<file path="config.mk">
export PLATFORM = sky130hd
export DESIGN_NAME = multi_pipe_tree
export DESIGN_NICKNAME = d
export VERILOG_FILES = /design/src/rtl/mul_pipe_pkg.sv /design/src/rtl/mul_tree_level.sv /design/src/rtl/multi_pipe_tree.sv
export SDC_FILE = /design/constraint.sdc
export NUM_CORES = 1
export LEC_CHECK = 0
export ABC_AREA = 1
export CAP_MARGIN = 10
export CORE_MARGIN = 2
export CORE_UTILIZATION = 58
export CTS_CLUSTER_SIZE = 30
export DETAILED_ROUTE_END_ITERATION = 10
export PLACE_DENSITY = 0.86
export SLEW_MARGIN = 10
export SYNTH_ARGS = -nofsm -noshare
export SYNTH_HDL_FRONTEND = slang
export SYNTH_SLANG_ARGS = --single-unit
</file>
<file path="constraint.sdc">
create_clock -name clk -period 4.1 [get_ports clk]
set_input_delay 0.615 -clock clk [delete_from_list [all_inputs] [get_ports clk]]
set_output_delay 0.615 -clock clk [all_outputs]
set_load 0.005 [all_outputs]
</file>
<file path="src/rtl/mul_pipe_pkg.sv">
// Shared constants and elaboration helpers for the pipelined tree multiplier.
// Latency and counter widths are derived here so every file agrees on them.
package mul_pipe_pkg;

    localparam int MIN_WIDTH = 4;
    localparam int MAX_WIDTH = 32;

    function automatic int clog2(input int value);
        int v;
        int r;
        v = value - 1;
        r = 0;
        while (v > 0) begin
            r = r + 1;
            v = v >> 1;
        end
        return r;
    endfunction

    // One operand-magnitude stage, one stage per tree level, one output stage.
    function automatic int mul_lat(input int width);
        return clog2(width) + 2;
    endfunction

    function automatic bit width_is_legal(input int width);
        return (width >= MIN_WIDTH) && (width <= MAX_WIDTH) &&
               ((width & (width - 1)) == 0);
    endfunction

endpackage

</file>
<file path="src/rtl/mul_tree_level.sv">
// One registered level of the partial-product adder tree: N lanes in, N/2 sums out.
// The enable freezes both the sums and the valid bit so a stall holds the whole level.
module mul_tree_level #(
    parameter int N  = 8,
    parameter int SW = 16
) (
    input  logic                clk,
    input  logic                rst,
    input  logic                en,
    input  logic                in_valid,
    input  logic [N*SW-1:0]     in_data,
    output logic                out_valid,
    output logic [(N/2)*SW-1:0] out_data
);

    localparam int M = N / 2;

    logic            valid_q;
    logic            valid_d;
    logic [M*SW-1:0] sum_q;
    logic [M*SW-1:0] sum_d;

    always_comb begin
        valid_d = valid_q;
        sum_d   = sum_q;
        if (en) begin
            valid_d = in_valid;
            for (int j = 0; j < M; j++) begin
                sum_d[j*SW +: SW] = in_data[(2*j)*SW +: SW] + in_data[(2*j+1)*SW +: SW];
            end
        end
    end

    // Only the valid bit needs a reset; stale sums are never observed.
    always_ff @(posedge clk) begin
        if (rst) begin
            valid_q <= 1'b0;
        end else begin
            valid_q <= valid_d;
        end
        sum_q <= sum_d;
    end

    assign out_valid = valid_q;
    assign out_data  = sum_q;

endmodule

</file>
<file path="src/rtl/multi_pipe_tree.sv">
// Pipelined signed/unsigned multiplier: sign-magnitude operand stage, registered
// binary adder tree over the partial products, then a registered sign-fix stage.
module multi_pipe_tree
    import mul_pipe_pkg::*;
#(
    parameter int WIDTH     = 8,
    parameter int SIGNED_EN = 1
) (
    input  logic                                 clk,
    input  logic                                 rst,
    input  logic                                 in_valid,
    output logic                                 in_ready,
    input  logic [WIDTH-1:0]                     mul_a,
    input  logic [WIDTH-1:0]                     mul_b,
    input  logic                                 mul_signed,
    output logic                                 out_valid,
    input  logic                                 out_ready,
    output logic [2*WIDTH-1:0]                   mul_out,
    output logic [clog2(mul_lat(WIDTH)+1)-1:0]   in_flight
);

    localparam int  LAT      = mul_lat(WIDTH);
    localparam int  LEVELS   = clog2(WIDTH);
    localparam int  PW       = 2 * WIDTH;
    localparam int  IFW      = clog2(LAT + 1);
    localparam bit  WIDTH_OK = width_is_legal(WIDTH);

    if (!WIDTH_OK) begin : g_bad_width
        $error("multi_pipe_tree: illegal WIDTH %0d (power of two, 4..32)", WIDTH);
    end

    // Handshake: a beat moves on in_valid && in_ready, a result on out_valid && out_ready;
    // a held result stalls every stage at once, so in_ready is simply !stall.
    logic stall;
    logic accept;
    logic xfer;
    logic sgn_mode;

    logic             out_valid_q;
    logic             out_valid_d;
    logic [PW-1:0]    mul_out_q;
    logic [PW-1:0]    mul_out_d;
    logic [IFW-1:0]   in_flight_q;
    logic [IFW-1:0]   in_flight_d;

    assign stall    = out_valid_q && !out_ready;
    assign in_ready = !stall;
    assign accept   = in_valid && in_ready;
    assign xfer     = out_valid_q && out_ready;
    assign sgn_mode = (SIGNED_EN != 0) && mul_signed;

    logic             s1_valid_q;
    logic             s1_valid_d;
    logic             s1_neg_q;
    logic             s1_neg_d;
    logic [WIDTH-1:0] s1_mag_a_q;
    logic [WIDTH-1:0] s1_mag_a_d;
    logic [WIDTH-1:0] s1_mag_b_q;
    logic [WIDTH-1:0] s1_mag_b_d;

    // Negating the most negative value wraps to itself, which read unsigned is the
    // correct magnitude 2^(WIDTH-1).
    always_comb begin
        s1_valid_d = s1_valid_q;
        s1_neg_d   = s1_neg_q;
        s1_mag_a_d = s1_mag_a_q;
        s1_mag_b_d = s1_mag_b_q;
        if (!stall) begin
            s1_valid_d = in_valid;
            s1_neg_d   = sgn_mode && (mul_a[WIDTH-1] ^ mul_b[WIDTH-1]);
            s1_mag_a_d = (sgn_mode && mul_a[WIDTH-1]) ? (~mul_a) + WIDTH'(1) : mul_a;
            s1_mag_b_d = (sgn_mode && mul_b[WIDTH-1]) ? (~mul_b) + WIDTH'(1) : mul_b;
        end
    end

    always_ff @(posedge clk) begin
        if (rst) begin
            s1_valid_q <= 1'b0;
        end else begin
            s1_valid_q <= s1_valid_d;
        end
        s1_neg_q   <= s1_neg_d;
        s1_mag_a_q <= s1_mag_a_d;
        s1_mag_b_q <= s1_mag_b_d;
    end

    logic [WIDTH*PW-1:0] pp_bus;

    always_comb begin
        pp_bus = '0;
        for (int i = 0; i < WIDTH; i++) begin
            if (s1_mag_b_q[i]) begin
                pp_bus[i*PW +: PW] = PW'(s1_mag_a_q) << i;
            end
        end
    end

    for (genvar g = 0; g < LEVELS; g++) begin : g_lvl
        localparam int NIN = WIDTH >> g;

        logic [NIN*PW-1:0]     lvl_in;
        logic                  lvl_in_valid;
        logic [(NIN/2)*PW-1:0] sum_bus;
        logic                  sum_valid;

        if (g == 0) begin : g_first
            assign lvl_in       = pp_bus;
            assign lvl_in_valid = s1_valid_q;
        end else begin : g_next
            assign lvl_in       = g_lvl[g-1].sum_bus;
            assign lvl_in_valid = g_lvl[g-1].sum_valid;
        end

        mul_tree_level #(
            .N  (NIN),
            .SW (PW)
        ) u_level (
            .clk       (clk),
            .rst       (rst),
            .en        (!stall),
            .in_valid  (lvl_in_valid),
            .in_data   (lvl_in),
            .out_valid (sum_valid),
            .out_data  (sum_bus)
        );
    end

    logic [PW-1:0] tree_sum;
    logic          tree_valid;

    assign tree_sum   = g_lvl[LEVELS-1].sum_bus;
    assign tree_valid = g_lvl[LEVELS-1].sum_valid;

    // Result sign rides alongside the tree, one bit per level.
    logic [LEVELS-1:0] neg_pipe_q;
    logic [LEVELS-1:0] neg_pipe_d;

    always_comb begin
        neg_pipe_d = neg_pipe_q;
        if (!stall) begin
            neg_pipe_d = {neg_pipe_q[LEVELS-2:0], s1_neg_q};
        end
    end

    always_ff @(posedge clk) begin
        neg_pipe_q <= neg_pipe_d;
    end

    always_comb begin
        out_valid_d = out_valid_q;
        mul_out_d   = mul_out_q;
        if (!stall) begin
            out_valid_d = tree_valid;
            mul_out_d   = neg_pipe_q[LEVELS-1] ? (~tree_sum) + PW'(1) : tree_sum;
        end
    end

    always_comb begin
        in_flight_d = in_flight_q;
        case ({accept, xfer})
            2'b10:   in_flight_d = in_flight_q + IFW'(1);
            2'b01:   in_flight_d = in_flight_q - IFW'(1);
            default: in_flight_d = in_flight_q;
        endcase
    end

    always_ff @(posedge clk) begin
        if (rst) begin
            out_valid_q <= 1'b0;
            mul_out_q   <= '0;
            in_flight_q <= '0;
        end else begin
            out_valid_q <= out_valid_d;
            mul_out_q   <= mul_out_d;
            in_flight_q <= in_flight_d;
        end
    end

    assign out_valid = out_valid_q;
    assign mul_out   = mul_out_q;
    assign in_flight = in_flight_q;

endmodule

</file>
==> results.py, run 1 <==
metrics = {
    "clock_tree": {
        "ctsHtreeMaxLevel": 4,
        "cts_hold_buf": 0,
        "cts_repair_resize_count": 0,
        "cts_tree": "built",
        "post_cts.repair.setup_buffers": 0,
        "cts_inserted_buffers": 17,
        "clock_latency_ns": 0.42,
        "path_clk_slew_ns": 0.06,
        "cts_num_sinks": 125,
        "clock_tree.buffer_depth": 2,
        "root_buffer": "sky130_fd_sc_hd__clkbuf_16",
    },
    "power_and_ir_drop": {
        "p_per_area_nw_per_um2": 582.7,
        "power.static_leakage_nw": 4.516,
        "largest_vdd_supply_drop_v": 0.0003309,
    },
    "logic_synthesis": {
        "number_of_synthesized_register_bits": 125,
        "synth_sequential_area_ratio_pct": 45.95,
        "yosys_warnings": 0,
        "synth_ff_type": "sky130_fd_sc_hd__edfxtp_1",
        "post_synth_instance_area_um2": 7646,
        "synth.lib_cells_used.distinct": 37,
        "postSynthCellCount": 868,
        "syn_area_per_cell_um2": 8.809,
        "synth-edff-count": 101,
        "net_count_after_synthesis": 954,
        "synthArstFlopShare_pct": 0,
    },
    "sta": {
        "final.period_utilization_pct": 68.76,
        "fin_tns_setup_ns": 0,
        "rsz_0062_raised_after_global_routing": "false",
        "timing.max_slew.rel_slack_pct": 56.31,
        "slew_violations": 0,
        "finalHoldViolations": 0,
        "fin_skew_ns": 0.007082,
        "layout_min_cycle_time_ns": 2.819,
        "achievable-frequency_mhz": 354.7,
        "tightest_slew_ns": 0.6553,
        "finalHoldWorstSlack_ns": 0.4120,
        "setup-violations-final": 0,
    },
    "layout": {
        "antenna-diode-count": 0,
        "post_layout_nonfiller_instances": 1091,
        "most_common_cell_after_layout_fill_and_taps_aside": "sky130_fd_sc_hd__nand2_1",
        "drive_gt1_share_pct": 5.441,
        "fin_nets": 992,
        "layout.cells.most_common_list": "210 x sky130_fd_sc_hd__nand2_1, 144 x sky130_fd_sc_hd__inv_1, 101 x sky130_fd_sc_hd__edfxtp_1",
        "post-route-util_pct": 68.75,
        "areaGrowthSynthToFinish_pct": 14.40,
        "final_area_um2": 8747,
    },
    "floorplanning": {
        "fp.dieW_um": 118.8,
        "initial_core_utilization_pct": 60.10,
        "fp-row-count": 41,
        "core-area_um2": 12720,
        "total_die_area_um2": 14120,
        "floorplan.io_pins": 42,
        "die_h_um": 118.8,
    },
    "placed_design": {
        "place.gp.congestion": 0.8890,
        "place_inst": 1059,
        "place.port_buffers": 41,
        "placed_cell_area_um2": 8173,
        "dp_hpwl_um": 10070,
    },
    "routing": {
        "met2_wirelength_um": 7349,
        "firstDrtPassIters": 5,
        "vias": 5694,
        "maxUsedRoutingLayer": "met4",
        "ant_nets": 0,
        "detailroute.wirelength.met3_um": 605,
        "detail_route.drc_violations": 0,
        "wl_per_cell_um": 12.72,
        "drt_first_iter_violations": 320,
        "postRouteWirelength_um": 13870,
        "vias_per_cell": 5.219,
        "routedLengthMet1_um": 5606,
    },
    "global_route": {
        "global_route.overflow_total": 0,
        "grt_antenna_before_repair": 0,
        "grt_start_max_net_pins": 99,
        "grt_pass1_vias": 5523,
        "grt_pass1_wl_um": 24190,
        "globalRouteTotalUtil_pct": 21.68,
    },
    "job": {
        "timing.max_cap.violations": 0,
    },
    "worst_hold_path": {
        "hold_path_depth": 0,
        "type_of_the_tightest_min_delay_check": "reg2reg",
    },
    "critical_path": {
        "timing.critical_path.arrival_ns": 2.20,
        "timing.reg2reg.worst_path_depth": 11,
        "wp_data_required_ns": 3.48,
        "setup.worst_path.end_class": "output port",
        "timing_worst_setup_path_type": "in2out",
        "crit_path_start_kind": "primary input",
        "worstPathMaxFanout": 37,
    },
    "run_status": {
        "outcome": "finished, final reports clean",
    },
}
==> area by class of cell <==
class / instances / area, um^2
timing repair buffer: 42 / 430.4
clock inverter: 14 / 145.1
multi-input combinational: 572 / 3456
sequential: 125 / 3513
fill: 965 / 3975
clock buffer: 18 / 429.2
tap: 172 / 215.2
inverter: 148 / 558.0
==> layer usage <==
metal | track usage [%] | vias to the layer above
met5 | 0 | -
met2 | 39.80 | 156
met3 | 6.082 | 27
met1 | 23.48 | 2593
li1 | - | 2918
met4 | 8.557 | 0
==> through the flow <==
step / setup WS, ns / power [mW]
floorplan: 1.945 / 3.218
global placement: 1.258 / 3.562
detailed placement: 1.183 / 3.636
CTS: 1.288 / 5.111
global route: 1.216 / 5.452
finish: 1.281 / 5.097
==> worst max-delay path: stages <==
cell	delay [ns]
sky130_fd_sc_hd__clkdlybuf4s50_1	0.54
sky130_fd_sc_hd__nor2_4	0.10
sky130_fd_sc_hd__inv_4	0.33
sky130_fd_sc_hd__clkdlybuf4s50_1	0.60
==> cells in the mapped netlist (2+ instances only) <==
cell type | n | area share, %
sky130_fd_sc_hd__xor2_1 | 37 | 4.2
sky130_fd_sc_hd__o21ai_4 | 2 | 0.43
sky130_fd_sc_hd__buf_6 | 3 | 0.44
sky130_fd_sc_hd__nand2_1 | 210 | 10
sky130_fd_sc_hd__inv_1 | 144 | 7.1
sky130_fd_sc_hd__o21ai_0 | 17 | 1.1
sky130_fd_sc_hd__a21boi_0 | 2 | 0.20
sky130_fd_sc_hd__buf_4 | 2 | 0.20
sky130_fd_sc_hd__nand3_1 | 42 | 2.7
sky130_fd_sc_hd__a22oi_1 | 3 | 0.29
sky130_fd_sc_hd__ha_1 | 57 | 9.3
sky130_fd_sc_hd__a21oi_1 | 47 | 3.1
sky130_fd_sc_hd__o21ai_2 | 3 | 0.34
sky130_fd_sc_hd__buf_2 | 2 | 0.13
sky130_fd_sc_hd__o21bai_1 | 7 | 0.69
sky130_fd_sc_hd__fa_1 | 8 | 2.1
sky130_fd_sc_hd__edfxtp_1 | 101 | 40
sky130_fd_sc_hd__o31ai_1 | 2 | 0.20
sky130_fd_sc_hd__xnor2_1 | 20 | 2.3
sky130_fd_sc_hd__nor2_1 | 52 | 2.6
sky130_fd_sc_hd__a21o_1 | 9 | 0.88
sky130_fd_sc_hd__dfxtp_1 | 24 | 6.3
sky130_fd_sc_hd__nor3b_1 | 2 | 0.20
sky130_fd_sc_hd__nand2_2 | 2 | 0.16
sky130_fd_sc_hd__o21ai_1 | 17 | 1.1
sky130_fd_sc_hd__nor3_2 | 2 | 0.26
sky130_fd_sc_hd__clkbuf_1 | 16 | 0.79
sky130_fd_sc_hd__a31oi_1 | 9 | 0.74
sky130_fd_sc_hd__inv_2 | 3 | 0.15
sky130_fd_sc_hd__nor2_2 | 3 | 0.25
sky130_fd_sc_hd__nand4_1 | 14 | 1.1
==> power by group <==
group	switching, mW	internal, mW
Clock	0.552	0.891
Combinational	0.923	0.672
Sequential	0.234	1.83
Total	1.71	3.39
==> registers in the layout, summed over array words and instances, names as in the netlist <==
name                     count
s1_mag_a_q                   8
s1_neg_q                     1
mul_out                     16
s1_mag_b_q                   8
in_flight                    3
g_lvl.u_level.out_valid      3
neg_pipe_q                   3
g_lvl.lvl_in_valid           1
g_lvl.u_level.out_data      81
out_valid                    1
==> cells by family (layout without fill, tap and decap cells) <==
group                      Yosys count  after routing  share of synthesized area, %
and+or+nand+nor                    330            330                         17.93
buffers and inverters              171            222                         8.853
DFF                                125            125                         45.95
AOI/OAI and AO/OA                  120            120                         9.311
adders and majority gates           65             65                         11.42
xor gates and xnor gates            57             57                         6.529
==> worst paths after layout <==
kind / startpoint / end / slack, ns
setup / recovery: out_ready / in_ready / 1.28
hold / removal: g_lvl[0].u_level.out_data[37] / g_lvl[1].u_level.out_data[21] / 0.41
setup reg to reg: out_valid / in_flight[2] / 1.91
hold reg to reg: g_lvl[0].u_level.out_data[37] / g_lvl[1].u_level.out_data[21] / 0.41
Power figures use the tool's default switching activity.
==> run 2: changes to the inputs <==
==> constraint.sdc (replaced) <==
create_clock -name clk -period 2.8 [get_ports clk]
set_input_delay 0.42 -clock clk [delete_from_list [all_inputs] [get_ports clk]]
set_output_delay 0.42 -clock clk [all_outputs]
set_load 0.005 [all_outputs]
==> run 2 against run 1 <==
Against the previous run: power grew 48%; critical path depth is the same; critical path type unchanged; core utilization increased by 0.098 points; largest cell class unchanged; sequential share of layout area down 0.057 points; via count grew 0.84%; global-route usage rose by 0.43 points; design area increased by 0.14%; sequential power increased by 47%; wire length rose by 3.1%; first-iteration DRC count grew 41%.
==> results.py, run 2 (synthesis gave the netlist of run 1 again) <==
metrics = {
    "critical_path": {
        "crit_path_start": "out_ready",
        "timing.critical_path.cells": "clkdlybuf4s50_1, nor2_4, inv_4, clkdlybuf4s50_1",
        "timing_worst_setup_path_type": "in2out",
        "setup.worst_path.end_class": "output port",
        "timing.reg2reg.worst_path_depth": 7,
        "critical-path-top-delay-family": "buffers and inverters",
        "timing.reg2reg.setup_slack_ns": 0.77,
        "max_stage_delay_ns": 0.58,
        "timing.critical_path.buf_inv": 3,
        "cpMostUsedCell": "sky130_fd_sc_hd__clkdlybuf4s50_1",
        "wp_data_required_ns": 2.38,
        "worstPathMaxFanout": 10,
        "timing.critical_path.arrival_ns": 1.80,
        "rr_endpoint": "g_lvl[0].u_level.out_data[43]",
        "crit_slowest_cell": "sky130_fd_sc_hd__clkdlybuf4s50_1",
        "crit_path_start_kind": "primary input",
        "ff_to_ff_start": "s1_mag_a_q[0]",
    },
    "clock_tree": {
        "cts_num_sinks": 125,
        "clock_latency_ns": 0.42,
        "post_cts.repair.setup_buffers": 0,
        "root_buffer": "sky130_fd_sc_hd__clkbuf_16",
        "cts_inserted_buffers": 17,
        "cts_tree": "built",
        "path_clk_slew_ns": 0.05,
        "ctsHtreeMaxLevel": 4,
        "cts_repair_resize_count": 0,
        "clock_tree.buffer_depth": 2,
        "cts_hold_buf": 0,
    },
    "layout": {
        "drive_gt1_share_pct": 4.684,
        "largest_reg_flops": 81,
        "fin_nets": 992,
        "fillers": 964,
        "areaGrowthSynthToFinish_pct": 14.56,
        "antenna-diode-count": 0,
        "layout.cells.most_common_list": "210 x sky130_fd_sc_hd__nand2_1, 144 x sky130_fd_sc_hd__inv_1, 101 x sky130_fd_sc_hd__edfxtp_1",
        "most_common_cell_after_layout_fill_and_taps_aside": "sky130_fd_sc_hd__nand2_1",
    },
    "sta": {
        "finalHoldViolations": 0,
        "tightest_slew_ns": 0.6551,
        "layout_min_cycle_time_ns": 2.224,
        "final.period_utilization_pct": 79.43,
        "fin_tns_setup_ns": 0,
        "fin_skew_ns": 0.01520,
        "achievable-frequency_mhz": 449.7,
        "setup-violations-final": 0,
        "rsz_0062_raised_after_global_routing": "false",
        "timing.max_slew.rel_slack_pct": 56.33,
        "slew_violations": 0,
        "finalHoldWorstSlack_ns": 0.4165,
    },
    "floorplanning": {
        "core-area_um2": 12720,
        "die_h_um": 118.8,
        "fp-row-count": 41,
        "initial_core_utilization_pct": 60.10,
        "total_die_area_um2": 14120,
        "floorplan.io_pins": 42,
        "fp.dieW_um": 118.8,
    },
    "routing": {
        "firstDrtPassIters": 5,
        "vias": 5742,
        "drt_first_iter_violations": 451,
        "detail_route.drc_violations": 0,
        "postRouteWirelength_um": 14310,
        "ant_nets": 0,
        "vias_per_cell": 5.268,
        "wl_per_cell_um": 13.12,
    },
    "placed_design": {
        "place.port_buffers": 41,
        "place.gp.congestion": 0.9092,
        "dp_hpwl_um": 10200,
    },
    "job": {
        "timing.max_cap.violations": 0,
    },
    "power_and_ir_drop": {
        "power.static_leakage_nw": 4.531,
        "p_per_area_nw_per_um2": 863.5,
        "largest_vdd_supply_drop_v": 0.0005728,
    },
    "global_route": {
        "global_route.overflow_total": 0,
        "grt_pass1_wl_um": 25000,
        "globalRouteTotalUtil_pct": 22.11,
        "grt_antenna_before_repair": 0,
        "grt_start_max_net_pins": 133,
        "grt_pass1_vias": 5532,
    },
    "run_status": {
        "outcome": "finished, final reports clean",
    },
    "worst_hold_path": {
        "worstHoldStart": "g_lvl[0].u_level.out_data[37]",
        "hold_path_depth": 0,
        "type_of_the_tightest_min_delay_check": "reg2reg",
        "timing.hold.worst_endpoint": "g_lvl[1].u_level.out_data[21]",
    },
}
==> run 2: worst max-delay path by stage <==
stage	endpoint	slack [ns]	cells after the start
2_1_floorplan	in_flight[2]	0.84	11
3_3_place_gp	in_flight[2]	0.36	11
3_5_place_dp	in_flight[2]	0.34	11
4_1_cts	in_ready	0.56	4
5_1_grt	in_ready	0.51	4
6_report	in_ready	0.58	4
==> run 2: final cells by class <==
cell class / instances / area [um^2] / share of cell area, %
Tap cell: 172 / 215.2 / 2.457
Inverter: 148 / 558.0 / 6.371
Sequential cell: 125 / 3513 / 40.11
Multi-Input combinational cell: 572 / 3456 / 39.45
Clock inverter: 10 / 146.4 / 1.671
Timing Repair Buffer: 42 / 430.4 / 4.914
Clock buffer: 21 / 440.4 / 5.028
==> run 2: metrics by stage <==
step / instances / cell area [um^2] / total power [mW] / setup WS, ns / utilization [%]
after floorplan: 868 / 7646 / 4.712 / 0.8404 / -
after global placement: 1059 / 8173 / 5.215 / 0.3643 / 64.24
after detailed placement: 1059 / 8173 / 5.340 / 0.3446 / 64.24
after CTS: 1090 / 8760 / 7.584 / 0.5631 / 68.85
after global routing: 1090 / 8760 / 8.076 / 0.5131 / 68.85
final: 1090 / 8760 / 7.564 / 0.5761 / 68.85
==> run 2: worst reg2reg max path, cell delays in order (launching register included) <==
cell	delay (ns)
sky130_fd_sc_hd__edfxtp_1	0.54
sky130_fd_sc_hd__nand2_1	0.12
sky130_fd_sc_hd__inv_1	0.05
sky130_fd_sc_hd__ha_1	0.21
sky130_fd_sc_hd__fa_1	0.45
sky130_fd_sc_hd__nand4_1	0.13
sky130_fd_sc_hd__nand3_1	0.11
sky130_fd_sc_hd__xor2_1	0.17
==> run 2: power breakdown <==
group	switching [mW]	internal, mW	total, mW
registers	0.344	2.68	3.02
logic	1.35	0.990	2.34
clock network	0.735	1.47	2.20
==> run 2: layer usage <==
layer	vias up	global-route usage (%)	part of all wire, %
met4	0	7.813	1.8
li1	2915	-	-
met3	27	5.316	4.6
met5	-	0	0
met2	172	41.42	54
met1	2628	24.18	39
==> run 3: changes to the inputs <==
--- a/config.mk
+++ b/config.mk
@@ -8,10 +8,10 @@
 export ABC_AREA = 1
 export CAP_MARGIN = 10
 export CORE_MARGIN = 2
-export CORE_UTILIZATION = 58
+export CORE_UTILIZATION = 55
 export CTS_CLUSTER_SIZE = 30
 export DETAILED_ROUTE_END_ITERATION = 10
-export PLACE_DENSITY = 0.86
+export PLACE_DENSITY = 0.85
 export SLEW_MARGIN = 10
 export SYNTH_ARGS = -nofsm -noshare
 export SYNTH_HDL_FRONTEND = slang
==> constraint.sdc (replaced) <==
create_clock -name clk -period 1.8 [get_ports clk]
set_input_delay 0.27 -clock clk [delete_from_list [all_inputs] [get_ports clk]]
set_output_delay 0.27 -clock clk [all_outputs]
set_load 0.005 [all_outputs]
==> run 3 against run 2 <==
Against the previous run: the flow now finishes with violations (negative setup slack); die area increased by 5.3%; clock skew down 0.0080 ns; clock power rose by 31%; combinational power increased by 84%; non-clock buffer count is 55 higher; sequential cell count unchanged; via count is 5.8% higher; core utilization increased by 1.6 points; count of clock-buffer cells in the layout unchanged; hold slack gained 0.0014 ns; register-to-register slack got worse by 0.91 ns; critical path depth grew 3; critical path type is now reg2reg.
==> results.py, run 3 (synthesis gave the netlist of run 1 again) <==
metrics = {
    "layout": {
        "post-route-util_pct": 70.43,
        "fillers": 927,
        "most_common_cell_after_layout_fill_and_taps_aside": "sky130_fd_sc_hd__nand2_1",
        "post_layout_nonfiller_instances": 1153,
        "fin_nets": 1047,
        "largest_reg_flops": 81,
        "antenna-diode-count": 0,
        "areaGrowthSynthToFinish_pct": 26.38,
        "drive_gt1_share_pct": 18.50,
        "layout.cells.most_common_list": "200 x sky130_fd_sc_hd__nand2_1, 131 x sky130_fd_sc_hd__inv_1, 101 x sky130_fd_sc_hd__edfxtp_1",
    },
    "power_and_ir_drop": {
        "power.static_leakage_nw": 4.754,
        "post-layout-total-power_mw": 11.86,
        "p_per_area_nw_per_um2": 1227,
        "largest_vdd_supply_drop_v": 0.0006642,
    },
    "routing": {
        "maxUsedRoutingLayer": "met4",
        "detail_route.drc_violations": 0,
        "vias": 6074,
        "vias_per_cell": 5.268,
        "postRouteWirelength_um": 16560,
        "detailroute.wirelength.met3_um": 705,
        "wl_per_cell_um": 14.36,
        "met2_wirelength_um": 9062,
        "ant_nets": 0,
        "drt_first_iter_violations": 333,
        "firstDrtPassIters": 5,
        "routedLengthMet1_um": 6382,
    },
    "critical_path": {
        "timing.reg2reg.worst_path_depth": 7,
        "timing.critical_path.cells": "nand2_1, inv_1, ha_4, fa_2, nand4_1, nand3_2, xor2_1",
        "timing_worst_setup_path_type": "reg2reg",
        "timing.critical_path.buf_inv": 1,
        "crit_slowest_cell": "sky130_fd_sc_hd__edfxtp_1",
        "timing.critical_path.depth": 7,
        "worstPathMaxFanout": 8,
        "wp_data_required_ns": 1.97,
        "timing.critical_path.arrival_ns": 2.11,
        "crit_path_start_kind": "flip-flop",
        "critical-path-top-delay-family": "adder cells",
        "max_stage_delay_ns": 0.52,
        "setup.worst_path.end_class": "flip-flop",
    },
    "clock_tree": {
        "cts_tree": "built",
        "ctsHtreeMaxLevel": 4,
        "path_clk_slew_ns": 0.05,
        "cts_hold_buf": 0,
        "cts_inserted_buffers": 17,
        "root_buffer": "sky130_fd_sc_hd__clkbuf_16",
        "cts_num_sinks": 125,
        "clock_tree.buffer_depth": 2,
        "clock_latency_ns": 0.42,
    },
    "worst_hold_path": {
        "type_of_the_tightest_min_delay_check": "reg2reg",
        "hold_path_depth": 0,
    },
    "floorplanning": {
        "fp-row-count": 43,
        "fp.dieW_um": 121.9,
        "die_h_um": 121.9,
        "initial_core_utilization_pct": 55.73,
        "total_die_area_um2": 14860,
        "core-area_um2": 13720,
        "floorplan.io_pins": 42,
    },
    "sta": {
        "finalHoldWorstSlack_ns": 0.4179,
        "layout_min_cycle_time_ns": 1.939,
        "tightest_slew_ns": 0.6493,
        "finalHoldViolations": 0,
        "setup-violations-final": 10,
        "rsz_0062_raised_after_global_routing": "true",
        "fin_skew_ns": 0.007245,
        "final.period_utilization_pct": 107.7,
        "timing.max_slew.rel_slack_pct": 56.71,
        "achievable-frequency_mhz": 515.7,
        "slew_violations": 0,
        "least_setup_slack_across_all_paths_after_layout_ns": -0.1392,
    },
    "global_route": {
        "global_route.overflow_total": 0,
        "globalRouteTotalUtil_pct": 21.32,
        "grt_start_max_net_pins": 44,
        "grt_antenna_before_repair": 0,
        "grt_pass1_vias": 5681,
        "grt_pass1_wl_um": 24900,
    },
    "placed_design": {
        "post-place-ws_ns": -0.2379,
        "place.gp.congestion": 0.8971,
        "place_inst": 1113,
        "dp_hpwl_um": 10570,
        "place.port_buffers": 41,
    },
    "run_status": {
        "outcome": "finished, violations left",
        "failed_checks": "negative setup slack",
    },
    "job": {
        "timing.max_cap.violations": 0,
    },
}
-- run 3: cell types whose count changed in the layout (fill, tap and decap cells not counted), moves of 7 or more --
cell,change
sky130_fd_sc_hd__ha_4,+23
sky130_fd_sc_hd__buf_4,+46
sky130_fd_sc_hd__inv_1,-13
sky130_fd_sc_hd__inv_2,+13
sky130_fd_sc_hd__fa_1,-7
sky130_fd_sc_hd__ha_1,-26
sky130_fd_sc_hd__a21oi_1,-10
sky130_fd_sc_hd__nand2_2,+8
sky130_fd_sc_hd__fa_2,+7
sky130_fd_sc_hd__nand2_1,-10
sky130_fd_sc_hd__buf_6,+8
sky130_fd_sc_hd__a21oi_2,+8
-- run 3: what timing repair did --
item / CTS / global route
buffers inserted: 6 / 3
gates cloned: 0 / 0
resized for setup: 20 / 81
endpoints found under the setup margin: 22 / 34
pin swaps: 21 / 36
-- run 3: layer usage --
layer | vias up | track usage [%]
li1 | 3017 | -
met3 | 34 | 5.103
met5 | - | 0
met4 | 0 | 7.759
met1 | 2839 | 22.88
met2 | 184 | 40.36
-- run 3: report_power, final --
| group | internal (mW) | switching, mW | leakage, nW | total (mW) |
|---|---|---|---|---|
| sequential | 4.16 | 0.505 | 1.32 | 4.67 |
| combinational | 1.91 | 2.40 | 3.20 | 4.31 |
| clock | 1.71 | 1.17 | 0.239 | 2.88 |
| total | 7.79 | 4.07 | 4.75 | 11.9 |
-- run 3: path summary, 6_finish.rpt --
check / from / endpoint / slack, ns
worst min register to register: g_lvl[1].u_level.out_data[2] / g_lvl[2].u_level.out_data[2] / 0.42
worst max-delay path: s1_mag_a_q[1] / g_lvl[0].u_level.out_data[43] / -0.14
worst min-delay path: g_lvl[1].u_level.out_data[2] / g_lvl[2].u_level.out_data[2] / 0.42
worst max register to register: s1_mag_a_q[1] / g_lvl[0].u_level.out_data[43] / -0.14
-- run 3: final cells by class --
cell class	count	area, um^2	area share [%]
Sequential cell	125	3515	36.37
Timing Repair Buffer	97	895.9	9.271
Tap cell	180	225.2	2.331
Inverter	148	558.0	5.775
Clock inverter	10	51.30	0.5309
Clock buffer	21	440.4	4.558
Multi-Input combinational cell	572	3978	41.16
-- run 3: per-stage QoR --
stage,setup TNS [ns],instance area [um^2]
after CTS,-0.05251,9216
after global routing,-1.849,9663
after detailed placement,-11.79,8557
after floorplan,-0.03360,7662
after global placement,-10.29,8557
final,-0.6703,9663
-- run 3: worst reg2reg max path, delay by kind of cell (launching register included) --
family	cells	cell delay (ns)
fa+ha+maj	2	0.59
flops	1	0.52
simple gates	3	0.33
xor+xnor	1	0.15
buf+inv	1	0.11
